--- config.mk ---
export PLATFORM = sky130hd
export DESIGN_NAME = semaforo_scheduler
export DESIGN_NICKNAME = d
export VERILOG_FILES = /design/src/rtl/semaforo_pkg.sv /design/src/rtl/semaforo_scheduler_rr_arbiter.sv /design/src/rtl/semaforo_scheduler.sv
export SDC_FILE = /design/constraint.sdc
export NUM_CORES = 1
export LEC_CHECK = 0
export CORE_MARGIN = 1.5
export CORE_UTILIZATION = 50
export DETAILED_ROUTE_END_ITERATION = 8
export PLACE_DENSITY_LB_ADDON = 0.2
export SLEW_MARGIN = 20
export SYNTH_ARGS = -nofsm -noshare
export SYNTH_HDL_FRONTEND = slang
export SYNTH_SLANG_ARGS = --single-unit
--- constraint.sdc ---
create_clock -name i_clk -period 3.05 [get_ports i_clk]
set_clock_uncertainty 0.1 [all_clocks]
set_input_delay 0.61 -clock i_clk [delete_from_list [all_inputs] [get_ports i_clk]]
set_output_delay 0.61 -clock i_clk [all_outputs]
set_load 0.01 [all_outputs]
--- src/rtl/semaforo_pkg.sv ---
// Shared lamp encodings, FSM state type and small elaboration-time helpers
// for the traffic-light phase scheduler.
package semaforo_pkg;

    localparam logic [1:0] LAMP_GREEN  = 2'b00;
    localparam logic [1:0] LAMP_YELLOW = 2'b01;
    localparam logic [1:0] LAMP_RED    = 2'b10;

    typedef enum logic [1:0] {
        ST_ALL_RED = 2'd0,
        ST_GREEN   = 2'd1,
        ST_YELLOW  = 2'd2
    } state_t;

    function automatic int max3(input int a, input int b, input int c);
        int m;
        m = (a > b) ? a : b;
        return (m > c) ? m : c;
    endfunction

    // Bit width able to hold values 0..v-1, never narrower than one bit.
    function automatic int width_for(input int v);
        return (v <= 2) ? 1 : $clog2(v);
    endfunction

endpackage

--- src/rtl/semaforo_scheduler_rr_arbiter.sv ---
// Combinational round-robin picker: first pending phase after the last granted
// one, wrapping modulo NUM_PHASES.
module rr_arbiter #(
    parameter  int NUM_PHASES = 4,
    localparam int AW         = $clog2(NUM_PHASES)
) (
    input  logic [NUM_PHASES-1:0] i_pending,
    input  logic [AW-1:0]         i_last,
    output logic                  o_valid,
    output logic [AW-1:0]         o_winner
);

    logic [AW:0]           w_sum  [NUM_PHASES];
    logic [AW-1:0]         w_cand [NUM_PHASES];
    logic [NUM_PHASES-1:0] w_hit;

    // Candidate gi is the phase (gi+1) steps after the last grant.
    genvar gi;
    generate
        for (gi = 0; gi < NUM_PHASES; gi++) begin : g_cand
            assign w_sum[gi]  = {1'b0, i_last} + (AW+1)'(gi + 1);
            assign w_cand[gi] = (w_sum[gi] >= (AW+1)'(NUM_PHASES))
                              ? AW'(w_sum[gi] - (AW+1)'(NUM_PHASES))
                              : w_sum[gi][AW-1:0];
            assign w_hit[gi]  = i_pending[w_cand[gi]];
        end
    endgenerate

    always_comb begin
        o_valid  = |w_hit;
        o_winner = i_last;
        for (int k = NUM_PHASES - 1; k >= 0; k--) begin
            if (w_hit[k]) o_winner = w_cand[k];
        end
    end

endmodule

--- src/rtl/semaforo_scheduler.sv ---
// Traffic-light scheduler: one phase green at a time, round-robin service of
// latched requests with min/max green, yellow and all-red clearance intervals.
module semaforo_scheduler
    import semaforo_pkg::*;
#(
    parameter  int NUM_PHASES  = 4,
    parameter  int MIN_GREEN   = 4,
    parameter  int MAX_GREEN   = 10,
    parameter  int YELLOW_TIME = 2,
    parameter  int ALLRED_TIME = 1,
    localparam int AW          = $clog2(NUM_PHASES)
) (
    input  logic                    i_clk,
    input  logic                    i_rst_n,
    input  logic [NUM_PHASES-1:0]   i_req,
    output logic [2*NUM_PHASES-1:0] o_light,
    output logic [NUM_PHASES-1:0]   o_grant,
    output logic [AW-1:0]           o_active_phase,
    output logic                    o_phase_start
);

    localparam int TMAX = max3(MAX_GREEN - 1, YELLOW_TIME - 1, ALLRED_TIME - 1);
    localparam int TW   = width_for(TMAX + 1);

    state_t                r_state;
    logic [TW-1:0]         r_timer;
    logic [NUM_PHASES-1:0] r_pending;
    logic [AW-1:0]         r_active;
    logic                  r_phase_start;

    state_t                w_state_next;
    logic [TW-1:0]         w_timer_next;
    logic [NUM_PHASES-1:0] w_pending_next;
    logic [AW-1:0]         w_active_next;
    logic                  w_start_next;

    logic                  w_valid;
    logic [AW-1:0]         w_winner;
    logic [NUM_PHASES-1:0] w_active_onehot;
    logic [NUM_PHASES-1:0] w_winner_onehot;
    logic [NUM_PHASES-1:0] w_green_mask;
    logic                  w_other_pending;
    int                    w_tval;

    rr_arbiter #(
        .NUM_PHASES (NUM_PHASES)
    ) u_rr_arbiter (
        .i_pending (r_pending),
        .i_last    (r_active),
        .o_valid   (w_valid),
        .o_winner  (w_winner)
    );

    assign w_tval = int'(r_timer);

    always_ff @(posedge i_clk or negedge i_rst_n) begin
        if (!i_rst_n) begin
            r_state       <= ST_ALL_RED;
            r_timer       <= '0;
            r_pending     <= '0;
            r_active      <= AW'(NUM_PHASES - 1);
            r_phase_start <= 1'b0;
        end else begin
            r_state       <= w_state_next;
            r_timer       <= w_timer_next;
            r_pending     <= w_pending_next;
            r_active      <= w_active_next;
            r_phase_start <= w_start_next;
        end
    end

    always_comb begin
        w_state_next    = r_state;
        w_active_next   = r_active;
        w_start_next    = 1'b0;
        w_active_onehot = '0;
        w_active_onehot[r_active] = 1'b1;
        w_winner_onehot = '0;
        w_green_mask    = (r_state == ST_GREEN) ? w_active_onehot : '0;
        w_other_pending = |(r_pending & ~w_active_onehot);

        case (r_state)
            ST_ALL_RED: begin
                if (w_tval >= ALLRED_TIME - 1 && w_valid) begin
                    w_state_next  = ST_GREEN;
                    w_active_next = w_winner;
                    w_start_next  = 1'b1;
                    w_winner_onehot[w_winner] = 1'b1;
                end
            end
            ST_GREEN: begin
                // Only yield when someone else waits; own demand extends up to MAX_GREEN.
                if (w_tval >= MIN_GREEN - 1 && w_other_pending &&
                    (!i_req[r_active] || w_tval >= MAX_GREEN - 1)) begin
                    w_state_next = ST_YELLOW;
                end
            end
            ST_YELLOW: begin
                if (w_tval >= YELLOW_TIME - 1) w_state_next = ST_ALL_RED;
            end
            default: w_state_next = ST_ALL_RED;
        endcase

        if (w_state_next != r_state) begin
            w_timer_next = '0;
        end else if (w_tval < TMAX) begin
            w_timer_next = r_timer + 1'b1;
        end else begin
            w_timer_next = r_timer;
        end

        // Clearing on green entry takes priority over a same-cycle request.
        w_pending_next = (r_pending | (i_req & ~w_green_mask)) & ~w_winner_onehot;
    end

    genvar gi;
    generate
        for (gi = 0; gi < NUM_PHASES; gi++) begin : g_lamp
            logic w_lit;
            assign w_lit = (r_state != ST_ALL_RED) && (r_active == AW'(gi));
            assign o_grant[gi] = w_lit;
            assign o_light[2*gi +: 2] = !w_lit ? LAMP_RED :
                                        (r_state == ST_GREEN) ? LAMP_GREEN : LAMP_YELLOW;
        end
    endgenerate

    assign o_active_phase = r_active;
    assign o_phase_start  = r_phase_start;

endmodule

== Word level (Yosys, flattened, before mapping) ==
Index checks and enable logic that the tools add are counted.

* Add/subtract/negate cells: 9
* Order comparisons: 17
* Equality and inequality tests: 6
* Mux-type cells: 38
* Bitwise gates (word level): 7
* Reduce and logical (&&, ||, !) cells: 18

{| class="wikitable"
|+ Operators with widths
! operator !! number
|-
| 2-bit two-way mux || 15
|-
| 4-bit two-way mux || 5
|-
| 2-bit by 3-bit < comparator with 1-bit output (second input constant) || 6
|-
| 4-bit bitwise AND || 3
|-
| 3-bit >= comparator (second input constant) || 4
|-
| 4-bit inverter || 3
|-
| 1-bit binary-select mux with 2-bit select || 5
|-
| 1-bit two-way mux || 10
|-
| 1-bit logical AND || 9
|-
| 4-bit by 1-bit >= comparator with 1-bit output (second input constant) || 2
|-
| 4-bit OR reduction || 2
|-
| 2-bit by 1-bit subtractor with 2-bit output (second input constant) || 4
|-
| 2-bit by 2-bit adder with 3-bit output (second input constant) || 2
|-
| 2-bit equality test (second input constant) || 3
|-
| 2-bit case mux with 3 select lines || 1
|-
| 4-bit by 1-bit adder with 4-bit output (second input constant) || 1
|-
| 1-bit demux with 2-bit select || 2
|-
| 2-bit by 1-bit equality test with 1-bit output (second input constant) || 2
|-
| 2-bit by 1-bit >= comparator with 1-bit output (second input constant) || 2
|-
| 4-bit by 2-bit >= comparator with 1-bit output (second input constant) || 1
|-
| 4-bit >= comparator (second input constant) || 1
|-
| 2-bit zero test || 2
|-
| 4-bit < comparator (second input constant) || 1
|-
| 4-bit bitwise OR || 1
|-
| 7 further kinds || 8
|}

* Register bits: 13
* Input bits: 6
* Output and inout bits: 15
* Logic and storage cells: 100

== Depth between registers and ports, before layout ==
Gate-level depths: netlist of the first run.

* Depth after elaboration: 17
* Mapped depth: 8
* Gate-level depth less buffers: 7

== Modules after synthesis ==
From an unflattened synthesis of the first run, not the netlist that was laid out.

* Cells, all modules: 108
* Area, all modules: 934.6 sq um

{| class="wikitable"
|+ Modules (own cells, without submodules)
! module !! instances !! cells an instance !! area each (sq um) !! seq. area each (sq um)
|-
| semaforo_scheduler || 1 || 94 || 852.1 || 327.8
|-
| rr_arbiter || 1 || 14 || 82.6 || 0.0
|}

== Worst setup path before layout of the first run ==
Ideal clock, no wire load.

* Path kind: register to register
* Start: register r_active[1], in the netlist o_active_phase[1]
* End: register r_pending[1]
* Library setup time: 0.128 ns
* Arrival time: 2.144 ns
* Required time: 2.822 ns
* Slack: 0.677 ns
* Stages on the path, launching flop included: 8
* Path buffers: 1
* Period minus slack after synthesis: 2.373 ns
* Path through: dfstp_2 clkbuf_1 inv_1 ha_1 mux2_2 a221o_2 xnor2_1 a21oi_1

* Cells in the longest elaborated chain, start to end: 17
* Elaborated cells on any way between the ends: 48
* Those cells by class: add/sub: 8; order compare: 8; mux: 23; bitwise: 5; reduce/logical: 4

{| class="wikitable"
|+ RTL lines
! item !! line !! source
|-
| start, declared || semaforo_scheduler.sv:28 || <nowiki>logic [AW-1:0] r_active;</nowiki>
|-
| start signal, assigned || semaforo_scheduler.sv:61 || <nowiki>r_active <= AW'(NUM_PHASES - 1);</nowiki>
|-
| start signal, assigned || semaforo_scheduler.sv:67 || <nowiki>r_active <= w_active_next;</nowiki>
|-
| 2-bit by 3-bit adder with 3-bit output || semaforo_scheduler_rr_arbiter.sv:21 || <nowiki>assign w_sum[gi] = {1'b0, i_last} + (AW+1)'(gi + 1);</nowiki>
|-
| 3-bit >= comparator or 2-bit by 1-bit subtractor with 2-bit output (tied branches) || semaforo_scheduler_rr_arbiter.sv:22, semaforo_scheduler_rr_arbiter.sv:23 ||
|-
| 2-bit two-way mux || semaforo_scheduler_rr_arbiter.sv:23 || <nowiki>? AW'(w_sum[gi] - (AW+1)'(NUM_PHASES))</nowiki>
|-
| 1-bit binary-select mux with 2-bit select || semaforo_scheduler_rr_arbiter.sv:25 || <nowiki>assign w_hit[gi] = i_pending[w_cand[gi]];</nowiki>
|-
| 1-bit two-way mux (implied by the code) || semaforo_scheduler_rr_arbiter.sv:25 ||
|-
| 2-bit two-way mux (4 in series) || semaforo_scheduler_rr_arbiter.sv:33 || <nowiki>if (w_hit[k]) o_winner = w_cand[k];</nowiki>
|-
| 2-bit by 3-bit < comparator with 1-bit output (implied by the code) or 2-bit by 1-bit >= comparator with 1-bit output (tied branches) || semaforo_scheduler.sv:88 || <nowiki>w_winner_onehot[w_winner] = 1'b1;</nowiki>
|-
| 1-bit logical AND (implied by the code) || semaforo_scheduler.sv:88 ||
|-
| 1-bit two-way mux (implied by the code) || semaforo_scheduler.sv:88 ||
|-
| 1-bit demux with 2-bit select || semaforo_scheduler.sv:88 ||
|-
| 4-bit two-way mux || semaforo_scheduler.sv:84 || <nowiki>if (w_tval >= ALLRED_TIME - 1 && w_valid) begin</nowiki>
|-
| 4-bit two-way mux || semaforo_scheduler.sv:82 || <nowiki>case (r_state)</nowiki>
|-
| 4-bit inverter || semaforo_scheduler.sv:113 || <nowiki>w_pending_next = (r_pending | (i_req & ~w_green_mask)) & ~w_winner_onehot;</nowiki>
|-
| 4-bit bitwise AND * || semaforo_scheduler.sv:113 ||
|-
| via w_pending_next[1] || semaforo_scheduler.sv:33 || <nowiki>logic [NUM_PHASES-1:0] w_pending_next;</nowiki>
|-
| end signal, assigned || semaforo_scheduler.sv:66 || <nowiki>r_pending <= w_pending_next;</nowiki>
|-
| end, declared || semaforo_scheduler.sv:27 || <nowiki>logic [NUM_PHASES-1:0] r_pending;</nowiki>
|}

The timed path passes the listed nets; every way through them passes the cells marked *. The select of a mux whose other input is x is not followed.
A chain may end at the register's enable or synchronous reset.

== Worst setup path in the final report of the first run ==
* Start: register r_active[0], in the netlist o_active_phase[0]
* End: output o_light[5]

* Cells in the longest elaborated chain, start to end: 3

{| class="wikitable"
|+ RTL lines
! item !! line !! source
|-
| 2-bit equality test || semaforo_scheduler.sv:120 || <nowiki>assign w_lit = (r_state != ST_ALL_RED) && (r_active == AW'(gi));</nowiki>
|-
| 1-bit logical AND || semaforo_scheduler.sv:120 ||
|-
| 2-bit two-way mux || semaforo_scheduler.sv:122 || <nowiki>assign o_light[2*gi +: 2] = !w_lit ? LAMP_RED :</nowiki>
|-
| end, declared || semaforo_scheduler.sv:16 || <nowiki>output logic [2*NUM_PHASES-1:0] o_light,</nowiki>
|}

Every way passes these cells.

==> results of run 1 <==
-- power groups by stage --
stage	Combinational [µW]	Clock [µW]	Sequential [µW]
2_1_floorplan	616	0	321
3_3_place_gp	767	0	386
3_5_place_dp	787	0	396
4_1_cts	791	110	392
5_1_grt	871	120	409
6_report	792	110	395
-- layout make-up --
| class | count | area (µm²) |
|---|---|---|
| sequential | 13 | 328 |
| inverter | 14 | 52.6 |
| tap | 25 | 31.3 |
| multi-input combinational | 75 | 547 |
| fill | 144 | 589 |
| clock buffer | 3 | 22.5 |
| timing repair buffer | 21 | 208 |
| clock inverter | 1 | 5.00 |
-- through the flow --
step | total power (µW) | setup slack [ps] | util (%) | hold slack [ps] | instances
finish | 1300 | 233 | 66.9 | 518 | 152
floorplan | 937 | 677 | - | 214 | 111
CTS | 1290 | 229 | 66.9 | 515 | 152
detailed placement | 1180 | 533 | 65.4 | 504 | 148
global route | 1400 | 113 | 66.9 | 535 | 152
global placement | 1150 | 572 | 65.4 | 495 | 148
-- worst max-delay path, delay by kind of cell (launching register included) --
kind / cells / cell delay, ps
AOI/OAI and AO/OA: 1 / 110
DFF: 1 / 700
adders and majority gates: 1 / 270
buffers and inverters: 2 / 730
-- synth_stat cells, types with 3 or more instances --
master	count	share of area (%)
a21oi_1	10	5.1
and2_1	3	1.9
buf_4	5	3.8
dfrtp_1	11	28
ha_1	7	8.9
inv_1	14	5.3
nand2_1	4	1.5
nor2_1	7	2.7
nor3_1	8	4.1
o21ai_0	8	4.1
xnor2_1	4	3.5
-- cells by family after synthesis --
kind of cell,Yosys count,synth area share [%]
compound gates,29,19.0
xor+xnor,4,3.54
fa+ha+maj,7,8.86
buf+inv,23,11.5
flops,13,33.2
mux,5,8.10
simple gates,30,15.8
-- how the worst max path moves through the flow --
stage / cells after the start / end / startpoint
after floorplan: 7 / r_pending[1] / o_active_phase[1]
after global placement: 6 / r_timer[0] / i_req[2]
after detailed placement: 6 / r_timer[2] / i_req[1]
after CTS: 4 / o_light[5] / o_active_phase[0]
after global routing: 4 / o_light[1] / o_active_phase[0]
final: 4 / o_light[5] / o_active_phase[0]
-- state kept, by name, indices dropped and copies added (netlist names) --
signal and flops:
r_state 2, o_active_phase 2, r_timer 4, r_pending 4
o_phase_start 1
-- metal layers --
layer / vias up / routed length (µm) / GRT usage, %
li1: 409 / - / -
met1: 395 / 1000 / 29.3
met2: 43 / 953 / 34.3
met3: 4 / 149 / 6.79
met4: 0 / 30 / 6.67
met5: - / 0 / 0
==> impl_metrics.yaml, run 1 <==
outcome:
  run_status: "finished clean"
place:
  dp_hpwl_mm: 1.62
  numPortBuffers: 20
  place_congestion: 0.925
  placedInstanceArea_um2: 1170
cts:
  cts_num_sinks: 13
  cts_tree: "yes"
  post_cts.repair.setup_buffers: 0
  clk_pin_slew_ps: 80
  clockBufferDepth: 2
  root_buffer: "clkbuf_4"
  cts_max_level: 1
  ctsResizeCount: 0
  clkLatencyLatePin_ps: 280
  cts_hold_buf: 0
  cts_buffers: 3
setup_path:
  required_ps: 2340
  r2r_start: "o_active_phase[0]"
  cp_max_fo: 13
  worstRegToRegCells: 6
  end_kind: "primary output"
  critPathLaunchType: "flop"
  r2r_end: "r_pending[0]"
  reg2reg_slack_ps: 500
  crit_arrival_ps: 2110
  slowest_stage: "dfstp_2"
  cp_cell_sequence: "inv_1 > ha_1 > o21ai_0 > clkdlybuf4s50_1"
  cpPeakStageDelay_ps: 700
  critPathKind: "reg2out"
yosys:
  synth_nets: 124
  synth-edff-count: 0
  ys_seq_elements: 13
  synthCells: 111
  ys_async_sr_fraction_pct: 100
  synthFlopType: "dfrtp_1"
  avgSynthCellArea_um2: 8.90
  yosysSeqAreaShare_pct: 33.2
  ys_types: 36
  syn_area_um2: 988
  ys_warn_count: 0
floorplanning:
  io_pins: 21
  die_h_um: 47.5
  coreArea_um2: 1780
  die_area_um2: 2250
  row_count: 15
  start_util_pct: 55.4
  die_x_um: 47.5
power:
  internal_power_uw: 719
  power_frac_seq_pct: 30.4
  netSwitchingPower_uw: 578
  irDropWorstVdd_v: 0.000598
  pwr-share-clk_pct: 8.5
  p_leak_uw: 0.000531
  p_comb_share_pct: 61.1
  swShare_pct: 44.6
  power_density_nw_per_um2: 1090
timing:
  slew_headroom_pct: 61.5
  maxSlewViolCount: 0
  hold_violations: 0
  setup_violations: 0
  rsz0062_at_grt: "no"
  min_period_over_period_pct: 92.4
  min_period_ps: 2820
  fmax_mhz: 355
  worst_slew_pin_slew_ps: 576
  setup-tns-final_ps: 0
worst_hold_path:
  holdCritPathClass: "reg2reg"
  hold_depth: 1
  hold_path_end: "o_active_phase[1]"
  hp-start: "o_active_phase[1]"
global_route:
  antenna_found_initial: 0
  grt_max_degree: 14
  grt_pass1_vias: 743
  overflow: 0
  grt_pass1_wl_mm: 3.35
  grt_use_total_pct: 21.9
route:
  first_iter_violations: 18
  routed_wl_mm: 2.14
  first_pass_iters: 4
  drc_errors: 0
  ant_nets: 0
  vias_per_cell: 5.60
  vias: 851
  wl_per_cell_um: 14.1
final_layout:
  drive_gt1_share_pct: 10.2
  layout_common_cells: "clkdlybuf4s50_1 (20), inv_1 (14), dfrtp_1 (11)"
  stdcell_area_um2: 1190
  antenna_cells: 0
  area_delta_synth_final_pct: 20.8
  layout_commonest_cell: "clkdlybuf4s50_1"
  nets: 141
run:
  drv_cap: 0
Note: power is estimated with default switching activity, not from simulation.
==> run 2: changes to the inputs <==
- CORE_MARGIN: 1.5 -> 2
==> impl_metrics.yaml, run 2 (same netlist as run 1, synthesis figures left out) <==
place:
  dp_hpwl_mm: 1.62
  pre_cts_slack_ps: 522
  placedInstanceArea_um2: 1160
  place_congestion: 0.832
  numPortBuffers: 20
cts:
  cts_buffers: 3
  cts_num_sinks: 13
  cts_tree: "yes"
  root_buffer: "clkbuf_4"
  cts_hold_buf: 0
  clk_pin_slew_ps: 80
  post_cts.repair.setup_buffers: 0
  clkLatencyLatePin_ps: 290
  clockBufferDepth: 2
  cts_max_level: 1
  ctsResizeCount: 0
global_route:
  grt_pass1_vias: 756
  grt_use_total_pct: 18.8
  grt_pass1_wl_mm: 3.49
  antenna_found_initial: 0
  overflow: 0
  grt_max_degree: 14
route:
  drc_errors: 0
  ant_nets: 0
  wl_per_cell_um: 13.4
  first_iter_violations: 17
  vias: 834
  routed_wl_mm: 2.04
  first_pass_iters: 4
  vias_per_cell: 5.45
timing:
  min_period_ps: 2820
  hold_violations: 0
  setup_ws_ps: 233
  min_period_over_period_pct: 92.3
  worst_slew_pin_slew_ps: 633
  setup_violations: 0
  fmax_mhz: 355
  slew_headroom_pct: 57.3
  setup-tns-final_ps: 0
  maxSlewViolCount: 0
  rsz0062_at_grt: "no"
final_layout:
  area_delta_synth_final_pct: 20.3
  layout_common_cells: "clkdlybuf4s50_1 (20), inv_1 (14), dfrtp_1 (11)"
  stdcell_area_um2: 1190
  fillers: 185
  layout_commonest_cell: "clkdlybuf4s50_1"
  top_regs: "r_pending: 4 flops, r_timer: 4 flops"
  nets: 140
  antenna_cells: 0
  drive_gt1_share_pct: 9.52
power:
  p_comb_share_pct: 60.8
  netSwitchingPower_uw: 560
  pwr-share-clk_pct: 8.6
  irDropWorstVdd_v: 0.000639
  power_density_nw_per_um2: 1070
  p_leak_uw: 0.000526
  power_frac_seq_pct: 30.6
  report.power.total_uw: 1270
  internal_power_uw: 710
  swShare_pct: 44.1
setup_path:
  critPathLaunchType: "flop"
  required_ps: 2340
  cp_max_fo: 13
  crit_arrival_ps: 2110
  end_kind: "primary output"
  reg2reg_slack_ps: 550
  critPathKind: "reg2out"
run:
  drv_cap: 0
floorplanning:
  start_util_pct: 51.4
  die_area_um2: 2350
  die_h_um: 48.5
  io_pins: 21
  die_x_um: 48.5
  row_count: 16
  coreArea_um2: 1920
outcome:
  run_status: "finished clean"
worst_hold_path:
  holdCritPathClass: "reg2reg"
## run 2: cell types whose count changed in the layout (fill, tap and decap cells not counted)
| cell | previous run | this run |
|---|---|---|
| buf_4 | 1 | 0 |
## run 2: critical path, stage by stage (launching register included)
cell and delay (ps):
dfstp_2 700, inv_1 160, ha_1 260, o21ai_0 110, clkdlybuf4s50_1 580
## run 2: layer usage
| metal | share of wire (%) | routed length (µm) | track usage, % |
|---|---|---|---|
| met5 | 0 | 0 | 0 |
| met4 | 0.54 | 11 | 4.29 |
| met3 | 4.7 | 96 | 5.25 |
| met2 | 49 | 994 | 30.8 |
| met1 | 46 | 942 | 25.0 |
## run 2: path summary, 6_finish.rpt
path                                   startpoint                 to  cells after the start
worst max register to register  o_active_phase[0]       r_pending[0]                      6
min in group asynchronous                 i_rst_n       r_pending[3]                      1
worst min-delay path            o_active_phase[1]  o_active_phase[1]                      1
worst max-delay path            o_active_phase[0]         o_light[1]                      4
max in group asynchronous                 i_rst_n  o_active_phase[0]                      1
worst min register to register  o_active_phase[1]  o_active_phase[1]                      1
## run 2: cell type report
cell class              instances  area, µm²  share of cell area (%)
clock inverters                 1       5.00                   0.421
flip-flops and latches         13        328                    27.6
clock buffers                   3       22.5                    1.89
well taps                      27       33.8                    2.84
repair buffers                 20        200                    16.8
inverters                      14       52.6                    4.42
multi-input cells              75        547                    46.0
## run 2: power by group through the flow
| stage | Sequential, µW | Combinational [µW] | Clock (µW) |
|---|---|---|---|
| after floorplan | 321 | 616 | 0 |
| after global placement | 387 | 760 | 0 |
| after detailed placement | 393 | 772 | 0 |
| after CTS | 388 | 778 | 112 |
| after global routing | 408 | 852 | 117 |
| final | 388 | 772 | 109 |
## run 2: stage by stage
stage	utilization (%)	hold WS (ps)	std cells
after floorplan	-	214	111
after global placement	60.4	490	149
after detailed placement	60.4	492	149
after CTS	61.8	504	153
after global routing	61.8	533	153
final	61.8	501	153
==> run 3: changes to the inputs <==
- CORE_UTILIZATION: 50 -> 52
- CTS_BUF_LIST: not set -> sky130_fd_sc_hd__clkbuf_4
- SETUP_SLACK_MARGIN: not set -> 0.4
- clock period: 3.05 -> 3.1 ns (I/O delays scaled with it)
==> impl_metrics.yaml, run 3 (same netlist as run 1, synthesis figures left out) <==
route:
  vias_per_cell: 5.52
  routed_wl_mm: 2.08
  first_iter_violations: 25
  ant_nets: 0
  vias: 867
  first_pass_iters: 4
  drc_errors: 0
  wl_per_cell_um: 13.2
place:
  numPortBuffers: 20
  placedInstanceArea_um2: 1170
  dp_hpwl_mm: 1.56
  place_congestion: 0.899
  dp_cells: 148
floorplanning:
  die_h_um: 47.6
  die_area_um2: 2270
  coreArea_um2: 1760
  start_util_pct: 56.0
  row_count: 15
  io_pins: 21
  die_x_um: 47.6
cts:
  cts_hold_buf: 0
  cts_buffers: 3
  cts_max_level: 1
  clk_pin_slew_ps: 90
  clockBufferDepth: 2
  cts_tree: "yes"
  clkLatencyLatePin_ps: 280
  cts_num_sinks: 13
  root_buffer: "clkbuf_4"
setup_path:
  required_ps: 2380
  cp_cell_sequence: "buf_4 > ha_1 > o21ai_0 > inv_1 > clkdlybuf4s50_1"
  crit_buf_inv: 3
  cpPeakStageDelay_ps: 560
  crit_family: "buffers and inverters"
  critPathLaunchType: "flop"
  startpoint: "o_active_phase[0]"
  end_kind: "primary output"
  r2r_start: "o_active_phase[1]"
  crit_arrival_ps: 1880
  critPathKind: "reg2out"
  slowest_stage: "dfstp_2"
  cp_max_fo: 4
final_layout:
  drive_gt1_share_pct: 13.6
  area_delta_synth_final_pct: 25.1
  antenna_cells: 0
  nets: 146
  instances_no_fill: 157
  top_regs: "r_pending: 4 flops, r_timer: 4 flops"
  fillers: 151
  stdcell_area_um2: 1240
  layout_commonest_cell: "clkdlybuf4s50_1"
  layout_common_cells: "clkdlybuf4s50_1 (18), inv_1 (14), dfrtp_1 (11)"
power:
  p_comb_share_pct: 64.5
  netSwitchingPower_uw: 570
  swShare_pct: 43.5
  power_frac_seq_pct: 27.2
  power_density_nw_per_um2: 1060
  p_leak_uw: 0.000563
  irDropWorstVdd_v: 0.000663
  pwr-share-clk_pct: 8.2
  internal_power_uw: 740
timing:
  maxSlewViolCount: 0
  setup-tns-final_ps: 0
  hold_slack_ps: 490
  worst_slew_pin_slew_ps: 588
  rsz0062_at_grt: "no"
  slew_headroom_pct: 60.7
  min_period_ps: 2600
  fmax_mhz: 384
  hold_violations: 0
  min_period_over_period_pct: 84.0
  setup_violations: 0
global_route:
  grt_pass1_vias: 769
  overflow: 0
  antenna_found_initial: 0
  grt_max_degree: 14
  grt_use_total_pct: 20.6
  grt_pass1_wl_mm: 3.28
worst_hold_path:
  holdCritPathClass: "reg2reg"
  hp-start: "o_active_phase[1]"
outcome:
  run_status: "finished clean"
run:
  drv_cap: 0
## run 3: final cells by class
class	count	area (µm²)	area share, %
clock buffers	3	22.5	1.82
multi-input cells	75	547	44.2
clock inverters	1	5.00	0.405
flip-flops and latches	13	328	26.5
repair buffers	26	250	20.2
inverters	14	52.6	4.25
well taps	25	31.3	2.53
## run 3: final timing paths
path	end	slack, ps	cells after the start
worst min register to register	o_active_phase[1]	490	1
worst max-delay path	o_grant[3]	500	5
max in group asynchronous	r_timer[0]	1910	1
min in group asynchronous	r_timer[2]	610	1
worst min-delay path	o_active_phase[1]	490	1
worst max register to register	r_pending[3]	740	6
## run 3: power groups by stage
stage | clock network [µW] | registers [µW] | logic [µW]
detailed placement | 0 | 385 | 773
CTS | 108 | 358 | 820
floorplan | 0 | 316 | 606
global route | 116 | 368 | 932
finish | 108 | 357 | 846
global placement | 0 | 381 | 755
## run 3: timing repair
| item | CTS | global route |
|---|---|---|
| buffers inserted | 2 | 3 |
| gates resized for setup | 0 | 2 |
| endpoints found under the setup margin | 6 | 6 |
| cloned | 0 | 0 |
## run 3: layer usage
layer	share of wire, %	vias to the layer above	track usage, %
met5	0	-	0
met4	0.48	0	4.86
met3	6.2	2	3.40
met2	46	33	34.3
met1	47	408	28.2
li1	-	424	-
## run 3: stage by stage
step	setup slack [ps]	util, %	power (µW)
floorplan	727	-	922
global placement	611	66.1	1140
detailed placement	576	66.1	1160
CTS	416	68.5	1290
global route	401	70.1	1420
finish	495	70.1	1310
## run 3: worst reg2reg max path, cell delays in order, from the launching register on
cell and delay (ps):
dfstp_2 630, inv_1 100, ha_1 300, mux2_2 340, a221o_2 430, xnor2_1 230
a21oi_1 110
==> RTL change 1, RTL diff (settings of run 1) <==
Take the reset off `r_pending` and load it in a clocked block of its own.
--- a/src/rtl/semaforo_scheduler.sv
+++ b/src/rtl/semaforo_scheduler.sv
@@ -59,3 +59,2 @@
             r_timer       <= '0;
-            r_pending     <= '0;
             r_active      <= AW'(NUM_PHASES - 1);
@@ -65,3 +64,2 @@
             r_timer       <= w_timer_next;
-            r_pending     <= w_pending_next;
             r_active      <= w_active_next;
@@ -69,2 +67,6 @@
         end
+    end
+
+    always_ff @(posedge i_clk) begin
+        r_pending <= w_pending_next;
     end
Formal check against the unedited RTL: not equivalent (Yosys sat finds a counterexample within 4 cycles, from zero or initial values and one cycle with i_rst_n low).
==> RTL change 1 against run 1 <==
- core utilization is 0.92 points lower
- hold slack worse by 0.017 ns
- wire length decreased by 1.7%
- sequential power hardly changed
- critical path type unchanged
- design area shrank 2.4%
- setup slack got worse by 0.021 ns
- power decreased by 1.7%
- area after synthesis shrank 2.0%
- sequential cell count unchanged
==> RTL change 1: results (changes against run 1) <==
- Netlist cell types: 37 (+2.8%)
- First-pass iteration count of the detailed router: 4 (unchanged)
- Most used standard cells in the synthesized netlist: 14 x inv_1, 10 x a21oi_1, 8 x nor3_1, 8 x o21ai_0
- Critical Path Fanout Max: 13 (unchanged)
- Category of the most critical setup path: flop to primary output
- Num Clock Sinks: 13 (unchanged)
- Worst voltage drop across the vdd grid: 620.9 uV (+3.8%)
- Type of the worst min-delay path: flop to flop
- Number of global-route vias before repair: 744 (+0.13%)
- Detail Placement HPWL: 1.645 mm (+1.4%)
- IO Port Bufs: 20 (unchanged)
- Post-CTS clock slew at the launch and capture registers of the worst setup and hold paths: 0.07 ns
- Final Max Slew Viols: 0 (unchanged)
- Total global-route track usage: 22.68% (+0.75 points)
- Post-synth top flop: dfrtp_1
- Buffer count from post-CTS setup fixing: 0 (unchanged)
- Global-route wire length before repair: 3.415 mm (+2.1%)
- Compound-cell area share of the yosys netlist: 19.38% (+0.39 points)
- Run status: complete, no violations
- Root buffer selected by CTS: clkbuf_4
- GP Congestion: 0.8318 (-10%)
- Critical Path Slowest Stage Cell: dfstp_2
- Post-layout nets: 140 (-0.71%)
- Max stage delay on crit path: 0.70 ns (about the same)
- DR iter-0 viols: 12 (-6)
- Crit path max-delay family: buffers and inverters
- Number of antenna diodes: 0 (unchanged)
- Maximum number of pins on one net before global-route repair: 14 (unchanged)
- Number of warnings printed during yosys synthesis: 0 (unchanged)
- Leakage power figure: 0.5175 nW (-2.5%)
- Antenna violations before repair: 0 (unchanged)
- Share of layout cells above drive strength 1: 8.730% (-1.5 points)
- Routed length per placed instance: 13.92 um (-1.0%)
- Xor/xnor share of the synthesized area: 3.618% (+0.073 points)
- Area after DPL: 1139 sq um (-2.4%)
- Share of flip-flops with an asynchronous set or reset after synthesis: 69.23% (-31 points)
- Endpoint of the most critical setup path: o_light[5]
- Number of buffers inserted during clock tree synthesis: 3 (unchanged)
- R2R setup slack: 0.54 ns (+0.04 ns)
- Largest registers: r_pending: 4 flops, r_timer: 4 flops
- Most area-consuming cells after synthesis: dfrtp_1 18%, ha_1 9.0%, dfxtp_1 8.3%
- Capture endpoint of the worst hold path: o_active_phase[1]
- Max Root-Sink Buffers: 2 (unchanged)
- Transition time at the pin with the least slew margin: 0.6293 ns (+0.05325 ns)
- Share of synthesized area spent on multiplexers: 8.269% (+0.17 points)
- DR vias/cell: 5.391 (-3.7%)
- Worst R2R End: r_pending[2]
- Clock H-tree levels: 1 (unchanged)
- Adder-cell share of the synthesized area: 9.044% (+0.18 points)
- Sequential share of the synthesized area: 31.78% (-1.4 points)
## RTL change 1: through the flow
stage                     power, mW  setup WS [ns]  hold WS [ns]  cells
final                         1.275         0.2117        0.5008    151
after global routing          1.386         0.1115        0.5243    151
after CTS                     1.277         0.1918        0.5000    151
after detailed placement      1.170         0.4974        0.4878    147
after global placement        1.141         0.5724        0.4866    147
after floorplan              0.9365         0.6839        0.2144    111
## RTL change 1: layout make-up
cell class,instances,area [sq um]
clock buffers,4,26.28
fillers,164,599.3
inverters,14,52.55
multi-input cells,75,546.8
flip-flops and latches,13,307.8
well taps,25,31.28
repair buffers,20,200.2
## RTL change 1: routing by layer
layer  track usage [%]  up-vias  wire length, um
li1                  -      406                -
met1             27.40      381              938
met2             40.55       25             1063
met3             4.615        2               85
met4             6.667        0               15
met5                 0        -                0
## RTL change 1: power breakdown
part | total, mW | internal [mW] | switching, mW
clock network | 0.101 | 0.0506 | 0.0504
logic | 0.780 | 0.407 | 0.373
registers | 0.394 | 0.256 | 0.138
total | 1.27 | 0.713 | 0.561
==> RTL change 2, RTL diff (settings of run 1) <==
Without the edit above. The parameter `YELLOW_TIME` goes from 2 to 1.
--- a/src/rtl/semaforo_scheduler.sv
+++ b/src/rtl/semaforo_scheduler.sv
@@ -8,3 +8,3 @@
     parameter  int MAX_GREEN   = 10,
-    parameter  int YELLOW_TIME = 2,
+    parameter  int YELLOW_TIME = 1,
     parameter  int ALLRED_TIME = 1,
Behaviour: not the same (a bounded check fails within 10 cycles, from zero or initial values and one cycle with i_rst_n low).
==> RTL change 2 against run 1 <==
- setup slack improved by 0.0084 ns
- final cell count is 1.3% higher
- critical path type unchanged
- largest power group unchanged
- design area rose by 3.9%
- highest routed layer unchanged
- global-route usage is 0.52 points lower
- via count increased by 2.1%
- critical path depth is the same
- sequential cell count unchanged
- sequential power is 5.3% lower
- area after synthesis up 4.3%
- sequential share of layout area is 1.0 points lower
- wire length grew 1.4%
- combinational power up 6.6%
- power rose by 2.1%
==> RTL change 2: results (changes against run 1) <==
- Worst voltage drop across the vdd grid: 600.9 uV (+0.47%)
- Netlist cell types: 36 (unchanged)
- Adder-cell share of the synthesized area: 8.495% (-0.37 points)
- Number of stages on the worst hold path: 2 (+1)
- Layout Cells excl Fill: 154 (+1.3%)
- Final critical-path required period: 2.809 ns (-0.008371 ns)
- Root buffer selected by CTS: clkbuf_4
- Hold Worst Slack: 0.5456 ns (+0.02807 ns)
- Fillers: 188 (+31%)
- Number of instances resized during post-cts repair: 0 (unchanged)
- Xor/xnor share of the synthesized area: 1.699% (-1.8 points)
- Compound-cell area share of the yosys netlist: 21.72% (+2.7 points)
- Non-clock buffer count in the final layout: 20 (-4.8%)
- Synth Area per Inst: 9.373 sq um (+5.3%)
- Max stage delay on crit path: 0.68 ns (-0.02 ns)
- Non-Clock Inverter Count: 10 (-4)
- Cell depth of the worst flop-to-flop path: 6 (unchanged)
- R2R setup slack: 0.55 ns (+0.05 ns)
- Design internal power: 0.7268 mW (+1.1%)
- Worst R2R End: r_pending[1]
- Most used standard cells in the synthesized netlist: 11 x dfrtp_1, 10 x a21oi_1, 10 x inv_1
- Number of global-route vias before repair: 841 (+13%)
- Type of the worst min-delay path: flop to flop
- Worst setup slack after placement: 0.5209 ns (-0.01235 ns)
- Number of warnings printed during yosys synthesis: 0 (unchanged)
- Area taken by multi-input logic gates: 614.3 sq um (+12%)
- Share of synthesized area spent on multiplexers: 10.44% (+2.3 points)
- Number of synthesized register bits: 13 (unchanged)
- Capture endpoint of the worst hold path: r_timer[2]
- Crit path max-delay family: buffers and inverters
- Detail Placement HPWL: 1.680 mm (+3.6%)
- Wirelength, routed: 2.168 mm (+1.4%)
- Post-CTS clock slew at the launch and capture registers of the worst setup and hold paths: 0.08 ns (about the same)
- Sequential share of the synthesized area: 31.80% (-1.4 points)
- Final core occ: 63.85% (-3.1 points)
- Most area-consuming cells after synthesis: dfrtp_1 27%, ha_1 8.5%, dfstp_2 5.1%
- Run status: complete, no violations
- Layout clock area frac: 2.119% (-0.19 points)
- Buffer count from post-CTS setup fixing: 0 (unchanged)
- Hold Startpoint: r_timer[2]
- Leakage power figure: 0.5247 nW (-1.1%)
- Number of well taps: 27 (+8.0%)
- Category of the most critical setup path: flop to primary output
- Area share of buffers outside the clock network: 16.15% (-1.3 points)
- GP Congestion: 0.8306 (-10%)
- Global-route wire length before repair: 3.926 mm (+17%)
- Total global-route track usage: 21.41% (-0.52 points)
- Signal arrival time at the worst endpoint: 2.10 ns
- Clock buf count: 4 (+1)
- Number of nets produced by synthesis: 123 (-0.81%)
- Share of layout cells above drive strength 1: 12.60% (+2.4 points)
- Transition time at the pin with the least slew margin: 0.5739 ns (-0.002065 ns)
- DR iter-0 viols: 21 (+3)
- Number of buffers inserted during clock tree synthesis: 3 (unchanged)
- Largest registers: r_pending: 4 flops, r_timer: 4 flops
- Area after DPL: 1214 sq um (+4.1%)
- Multi-input gate count: 80 (+6.7%)
- DR vias/cell: 5.643 (+0.79%)
- Critical Path Slowest Stage Cell: dfstp_2
RTL change 2: cell count changes in the layout (fill, tap and decap cells not counted), moves of 4 or more:
cell	change
inv_1	-4
nand2_1	+5
nor3_1	-7
a31oi_1	+4
nor2_1	-5
RTL change 2: power by group through the flow:
stage | registers, mW | clock network, mW | logic (mW)
finish | 0.374 | 0.106 | 0.844
detailed placement | 0.377 | 0 | 0.841
global placement | 0.373 | 0 | 0.828
floorplan | 0.330 | 0 | 0.651
global route | 0.394 | 0.121 | 0.937
CTS | 0.375 | 0.111 | 0.846
RTL change 2: layer usage:
metal	routed length, um	global-route usage (%)
met4	16	4.286
met2	1115	35.65
met5	0	0
met3	103	6.790
met1	933	27.62
RTL change 2: worst min-delay path, stage by stage (launching register included):
cell and delay (ns):
dfrtp_1 0.42, xnor2_1 0.15, a21oi_1 0.05
